===== src/rtl/man_tx_ctrl.sv =====
// man_tx_ctrl: frame sequencer for the reader-to-tag Manchester encoder.
// Serialises SOF, then per byte 8 LSB-first data bits and an optional odd
// parity bit, then EOF. Each bit is held on enc_data for one ETU.
module man_tx_ctrl #(
   parameter int unsigned ETU_CYCLES = 16,
   parameter int unsigned PARITY_EN  = 1,
   parameter int unsigned EOF_ETUS   = 2
) (
   input  logic       clk,
   input  logic       rst,
   input  logic [7:0] tx_data,
   input  logic       tx_valid,
   input  logic       tx_last,
   output logic       tx_ready,
   output logic       enc_enable,
   output logic       enc_data,
   output logic       busy,
   output logic       done,
   output logic       underrun
);
   localparam int unsigned CW = (ETU_CYCLES > 1) ? $clog2(ETU_CYCLES) : 1;
   localparam int unsigned EW = (EOF_ETUS > 1) ? $clog2(EOF_ETUS) : 1;
   localparam logic [CW-1:0] ETU_LAST = CW'(ETU_CYCLES - 1);
   localparam logic [CW-1:0] CNT_ONE  = CW'(1);
   localparam logic [EW-1:0] EOF_LAST = EW'(EOF_ETUS - 1);
   localparam logic [EW-1:0] EOF_ONE  = EW'(1);

   typedef enum logic [2:0] {
      ST_IDLE,
      ST_SOF,
      ST_DATA,
      ST_PAR,
      ST_EOF
   } state_e;

   state_e        state_q, state_d;
   logic [CW-1:0] etu_cnt_q, etu_cnt_d;
   logic [2:0]    bit_idx_q, bit_idx_d;
   logic [7:0]    shreg_q, shreg_d;
   logic          last_q, last_d;
   logic          par_q, par_d;
   logic [EW-1:0] eof_cnt_q, eof_cnt_d;
   logic          enc_enable_q, enc_enable_d;
   logic          enc_data_q, enc_data_d;
   logic          done_q, done_d;
   logic          underrun_q, underrun_d;
   logic          bit_bnd;
   logic          byte_bnd;

   // State and datapath registers, asynchronously cleared
   always_ff @(posedge clk or posedge rst) begin
      if (rst) begin
         state_q      <= ST_IDLE;
         etu_cnt_q    <= '0;
         bit_idx_q    <= '0;
         shreg_q      <= '0;
         last_q       <= 1'b0;
         par_q        <= 1'b0;
         eof_cnt_q    <= '0;
         enc_enable_q <= 1'b0;
         enc_data_q   <= 1'b0;
         done_q       <= 1'b0;
         underrun_q   <= 1'b0;
      end else begin
         state_q      <= state_d;
         etu_cnt_q    <= etu_cnt_d;
         bit_idx_q    <= bit_idx_d;
         shreg_q      <= shreg_d;
         last_q       <= last_d;
         par_q        <= par_d;
         eof_cnt_q    <= eof_cnt_d;
         enc_enable_q <= enc_enable_d;
         enc_data_q   <= enc_data_d;
         done_q       <= done_d;
         underrun_q   <= underrun_d;
      end
   end

   // Bit and byte boundary decode
   always_comb begin
      bit_bnd  = (etu_cnt_q == ETU_LAST);
      byte_bnd = bit_bnd &&
                 ((state_q == ST_PAR) ||
                  ((state_q == ST_DATA) && (bit_idx_q == 3'd7) && (PARITY_EN == 0)));
   end

   // Next-state, ETU timing and byte loading
   always_comb begin
      state_d    = state_q;
      etu_cnt_d  = '0;
      bit_idx_d  = bit_idx_q;
      shreg_d    = shreg_q;
      last_d     = last_q;
      par_d      = par_q;
      eof_cnt_d  = '0;
      done_d     = 1'b0;
      underrun_d = 1'b0;
      if (state_q != ST_IDLE) begin
         etu_cnt_d = bit_bnd ? '0 : etu_cnt_q + CNT_ONE;
      end
      case (state_q)
         ST_IDLE: begin
            if (tx_valid && tx_ready) begin
               shreg_d = tx_data;
               last_d  = tx_last;
               par_d   = ~^tx_data;
               state_d = ST_SOF;
            end
         end
         ST_SOF: begin
            if (bit_bnd) begin
               bit_idx_d = '0;
               state_d   = ST_DATA;
            end
         end
         ST_DATA: begin
            if (bit_bnd) begin
               shreg_d   = shreg_q >> 1;
               bit_idx_d = bit_idx_q + 3'd1;
               if ((bit_idx_q == 3'd7) && (PARITY_EN != 0)) begin
                  state_d = ST_PAR;
               end
            end
         end
         ST_PAR: begin
            state_d = ST_PAR;
         end
         ST_EOF: begin
            eof_cnt_d = eof_cnt_q;
            if (bit_bnd) begin
               if (eof_cnt_q == EOF_LAST) begin
                  done_d  = 1'b1;
                  state_d = ST_IDLE;
               end else begin
                  eof_cnt_d = eof_cnt_q + EOF_ONE;
               end
            end
         end
         default: state_d = ST_IDLE;
      endcase
      // The byte boundary is shared by PAR and by DATA bit 7 (no parity), so it
      // overrides whatever the per-state branch chose above.
      if (byte_bnd) begin
         if (last_q) begin
            state_d = ST_EOF;
         end else if (tx_valid) begin
            shreg_d   = tx_data;
            last_d    = tx_last;
            par_d     = ~^tx_data;
            bit_idx_d = '0;
            state_d   = ST_DATA;
         end else begin
            underrun_d = 1'b1;
            state_d    = ST_EOF;
         end
      end
   end

   // Outputs: handshake, status and next values of the encoder drive flops
   always_comb begin
      busy         = (state_q != ST_IDLE);
      tx_ready     = ~rst & ((state_q == ST_IDLE) | (byte_bnd & ~last_q));
      enc_enable_d = (state_d != ST_IDLE);
      case (state_d)
         ST_SOF:  enc_data_d = 1'b1;
         ST_DATA: enc_data_d = shreg_d[0];
         ST_PAR:  enc_data_d = par_d;
         default: enc_data_d = 1'b0;
      endcase
      enc_enable = enc_enable_q;
      enc_data   = enc_data_q;
      done       = done_q;
      underrun   = underrun_q;
   end

endmodule


===== config.mk =====
export PLATFORM = sky130hd
export DESIGN_NAME = man_tx_ctrl
export DESIGN_NICKNAME = d
export VERILOG_FILES = /design/src/rtl/man_tx_ctrl.sv
export SDC_FILE = /design/constraint.sdc
export NUM_CORES = 1
export LEC_CHECK = 0
export CAP_MARGIN = 10
export CORE_ASPECT_RATIO = 1.25
export CORE_MARGIN = 4
export CORE_UTILIZATION = 40
export CTS_BUF_LIST = sky130_fd_sc_hd__clkbuf_4 sky130_fd_sc_hd__clkbuf_8 sky130_fd_sc_hd__clkbuf_16
export CTS_CLUSTER_SIZE = 12
export DETAILED_ROUTE_END_ITERATION = 12
export MAX_ROUTING_LAYER = met4
export SETUP_SLACK_MARGIN = 0.02
export SLEW_MARGIN = 30
export SYNTH_ARGS = -nofsm -noshare
export SYNTH_HDL_FRONTEND = slang
export SYNTH_SLANG_ARGS = --single-unit

===== constraint.sdc =====
create_clock -name clk -period 1.8 [get_ports clk]
set_input_delay 0.54 -clock clk [delete_from_list [all_inputs] [get_ports clk]]
set_output_delay 0.54 -clock clk [all_outputs]
set_load 0.05 [all_outputs]

# Word level (Yosys, flattened, before mapping)
# Index checks and enable logic that the tools add are counted.
# totals
inputBits	12
output_inout_bits	6
reg_bits	25
wordCells	79
# op_classes
mux	44
n_eq_ne	10
addsub	3
bitwise_logic	5
reduce_logical	6
# ops
cell	n
$mux 3	14
$mux 8	5
$mux 1	19
$pmux 8 s2	1
$pmux 3 s5	1
$eq 3x2->1 const B	4
$mux 4	2
$reduce_xnor 8->1	1
$eq 3x1->1 const B	2
$eq 3x3->1 const B	2
$pmux 3 s2	1
$reduce_bool 3->1	2
$add 4x1->4 const B	1
$eq 4x4->1 const B	1
$add 3x1->3 const B	1
$logic_not 3->1	1
$pmux 1 s3	1
$and 1x1->1	2
$logic_and 1x1->1	2
$ne 2x2->1 const B	1
$not 1->1	2
$add 1x1->1 const B	1
$or 1x1->1	1

# Longest topological paths before layout
# logic_depth
ltp_word	12
depth_mapped	10
depth_no_buf	8

# Least setup slack after synthesis
# Ideal clock, no wire load.
# synth_timing
path_type	register -> output
from	register etu_cnt_q[0]
to	output tx_ready
n_path_buf	1
path_stages_with_launch	7
slack_ns	-0.385
t_required_ns	1.260
arrival_ns	1.645
cell_sequence	dfrtp_1 ha_1 and3_1 buf_4 inv_4 nor4_1 o21a_1
# synth_via
elab_chain_cells	5
# synth_rtl
element	line_no	source
start: declaration	37	logic [CW-1:0] etu_cnt_q, etu_cnt_d;
start signal: assignment	66	etu_cnt_q <= etu_cnt_d;
$eq 4x4->1	81	bit_bnd = (etu_cnt_q == ETU_LAST);
$logic_and 1x1->1	82	byte_bnd = bit_bnd &&
$and 1x1->1	162	tx_ready = ~rst & ((state_q == ST_IDLE) | (byte_bnd & ~last_q));
$or 1x1->1	162	
$and 1x1->1	162	
end: declaration	14	output logic tx_ready,
# Every way passes these cells.

# Final worst setup path
# layout_timing
from	register etu_cnt_q[1]
to	output tx_ready
# The elaborated chain is that of the path after synthesis.

==> results_dict.tcl <==
set metrics [dict create \
    synth-seq-area-share 0.426 \
    avgSynthCellArea_um2 9.36 \
    p_per_area_mw_per_mm2 1420 \
    wire_per_inst_um 17.0 \
    layout_worst_path_cycle_share 1.14 \
    worstHoldPathType "flop to flop" \
    synth_area_leaders "dfrtp_1, a22o_1, xnor2_1" \
    rows 24 \
    tritoncts "built" \
    hold_viol 0 \
    total_leakage_power_nw 0.879 \
    fin_skew_ns 0.00231 \
    p_sw_frac 0.411 \
    track_usage 0.195 \
    coreArea_mm2 0.00351 \
    fin_util 0.614 \
    synth-compound-area-share 0.230 \
    slew_headroom 0.735 \
    worst_r2r_path_depth 9 \
    rsz0062_at_grt "yes" \
    grt_pass1_wl_um 7090 \
    cts-buffers-inserted 3 \
    p_clk_frac 0.117 \
    crit_buf_inv 2 \
    drtAntennaViolNets 0 \
    antenna_cells 0 \
    yosys.area.top_type "dfrtp_1" \
    grt_max_degree 26 \
    synthCells 157 \
    multi_input_area_um2 907 \
    h-tree-depth 1 \
    synth_top_area_frac 0.426 \
    pin_count 18 \
    drt_iter0_markers 40 \
    initial_core_util 0.418 \
    synth_top_family_by_area "compound AO/OA/AOI/OAI gates" \
    seq_area_um2 626 \
    yosysUniqueCellTypes 43 \
    status "finished, violations left" \
    intPower_mw 1.80 \
    violations "setup timing" \
    clkLatencyLatePin_ns 0.27 \
    path_max_fanout 2 \
    grt_pass1_vias 1510 \
    die_h_um 75.8 \
    rrSetupSlack_ns -0.24 \
    io_buffers 17 \
    nets 223 \
    ys_seq_elements 25 \
    fp.dieW_um 62.2 \
    cp-end-kind "output port" \
    overflow 0 \
    antenna_found_initial 0 \
    min_to "par_q" \
    drcViolationCount 0 \
    synthMuxAreaShare 0 \
    whs_path_depth 2 \
    ys_warn_count 0 \
    switching_power_mw 1.26 \
    crit_chain "ha_2 > and3_4 > inv_6 > nor4_4 > o21a_4 > buf_8" \
    dr.pass1.iters 4 \
    gp_congestion 0.836 \
    synth_edf_count 0 \
    cts.sinks 25 \
    crit_type "flop to output port" \
    vias_per_cell 5.78 \
    place_hpwl_um 2970 \
    timing.rr.start "etu_cnt_q[1]" \
    ir_drop_uv 924 \
    fillers 302 \
    syn_nets 173 \
    period_needed_ns 2.05 \
    worstPathRequired_ns 1.26 \
    setup_viol 14 \
    timing.fmax_mhz 488 \
    syn_area_mm2 0.00147 \
    async_flop_share 1.00 \
    path_clk_slew_ns 0.09 \
    total_power_mw 3.06 \
    slowest_delay_ns 0.36 \
    holdWs_ns 0.502 \
    cp_slowest_cell "dfrtp_1" \
    combPwrFrac 0.580 \
    root_buffer "clkbuf_8" \
    cts_buffer_depth 2 \
    synthAdderAreaFrac 0.0341 \
    worst_pin_slew_ns 0.394 \
    cp_data_arrival_time_ns 1.51 \
    hp-start "par_q" \
    reg2reg_to "enc_data" \
    startpoint_type "flop" \
    routed_wirelength_um 4170 \
    num_vias 1416 \
    area.growth.synth_to_final_pct 46.8 \
    crit_family "flip-flops" \
    drive_above_1_share 0.369 \
    setup_slack_ns -0.250 \
    synth_simple_gate_area_frac 0.204 \
    drv_cap 0 \
    synth_flop_cell "dfrtp_1" \
    dieArea_mm2 0.00471 \
    drv_slew 0 \
    p_seq_frac 0.304 \
    synth_xor_area_frac 0.0537 \
]
## logic make-up after synthesis
logic type / after synthesis
DFF: 25
adders and majority gates: 4
xor gates and xnor gates: 9
AOI/OAI and AO/OA: 45
and+or+nand+nor: 57
buffers and inverters: 17
## metrics by stage
step / cell area (um2) / setup WS [ns] / instances / setup TNS (ns)
after floorplan: 1510 / -0.158 / 157 / -0.308
after global placement: 1910 / -0.329 / 233 / -3.84
after detailed placement: 1910 / -0.432 / 233 / -4.85
after CTS: 2130 / -0.265 / 244 / -1.50
after global routing: 2160 / -0.359 / 245 / -2.84
final: 2160 / -0.250 / 245 / -1.54
## per-layer routing
layer  wire length, um  global-route usage  vias to the layer above
li1                  -                   -                      680
met1              1650               0.210                      692
met2              2290               0.374                       38
met3               167              0.0251                        6
met4                62              0.0554                        0
met5                 0                   -                        -
## cell type report
type / instances / share of cell area
inverter: 7 / 0.0162
timing repair buffer: 55 / 0.228
clock buffer: 4 / 0.0226
multi-input combinational: 115 / 0.421
sequential: 25 / 0.290
tap: 39 / 0.0226
## Yosys cell counts, types with 3 or more instances
cell      number
nand2_1       14
a22oi_1        7
inv_1          6
dfrtp_1       25
a22o_1         8
nor2_1        13
buf_2          3
a21oi_1        3
ha_1           4
o221ai_1       5
o22ai_1        5
nor3_1         7
clkbuf_1       4
nand3_1        6
nand2b_1       4
xnor2_1        7
o21ai_0        7
## worst reg2reg max path, cell delays in order, from the launching register on
cell     delay (ns)
dfrtp_1        0.36
ha_2           0.18
and3_4         0.20
inv_6          0.04
buf_4          0.14
buf_12         0.13
nor4_4         0.32
nor3_1         0.13
o221a_4        0.24
a21bo_1        0.18
## power by group through the flow
stage	clock, mW	combinational, mW	sequential (mW)
3_3_place_gp	0	1.45	0.908
3_5_place_dp	0	1.48	0.914
6_report	0.358	1.77	0.929
5_1_grt	0.396	1.91	0.958
4_1_cts	0.368	1.71	0.917
2_1_floorplan	0	0.922	0.938
## flip-flops by register name (all words and copies together) (netlist names), named ones only
name,count
shreg_q,8
etu_cnt_q,4
bit_idx_q,3
state_q,3
done,1
enc_data,1
enc_enable,1
eof_cnt_q,1
par_q,1
underrun,1
## worst max-delay path by stage
| stage | from | endpoint | slack, ns | cells past startpoint |
|---|---|---|---|---|
| floorplan | state_q[2] | enc_data | -0.16 | 8 |
| global placement | rst | enc_data | -0.33 | 6 |
| detailed placement | rst | shreg_q[5] | -0.43 | 6 |
| CTS | etu_cnt_q[1] | tx_ready | -0.26 | 6 |
| global route | etu_cnt_q[0] | tx_ready | -0.36 | 6 |
| finish | etu_cnt_q[1] | tx_ready | -0.25 | 6 |
## cell usage in the layout (no fill, tap or decap), drive strengths merged, types with 4 or more instances in the layout
master	instances
a22o	8
a22oi	7
buf	44
clkbuf	4
clkdlybuf4s50	10
dfrtp	25
ha	4
inv	6
nand2	14
nand2b	4
nand3	6
nor2	14
nor3	7
o21ai	7
o221ai	5
o22ai	5
xnor2	7
## repair_timing
action                     in CTS  in global routing
setup buffers                   8                  2
resized for setup              24                  7
hold buffers                    0                  0
pin swaps                      15                  9
setup endpoints to repair      14                 17
Note: power is estimated with default switching activity, not from simulation.
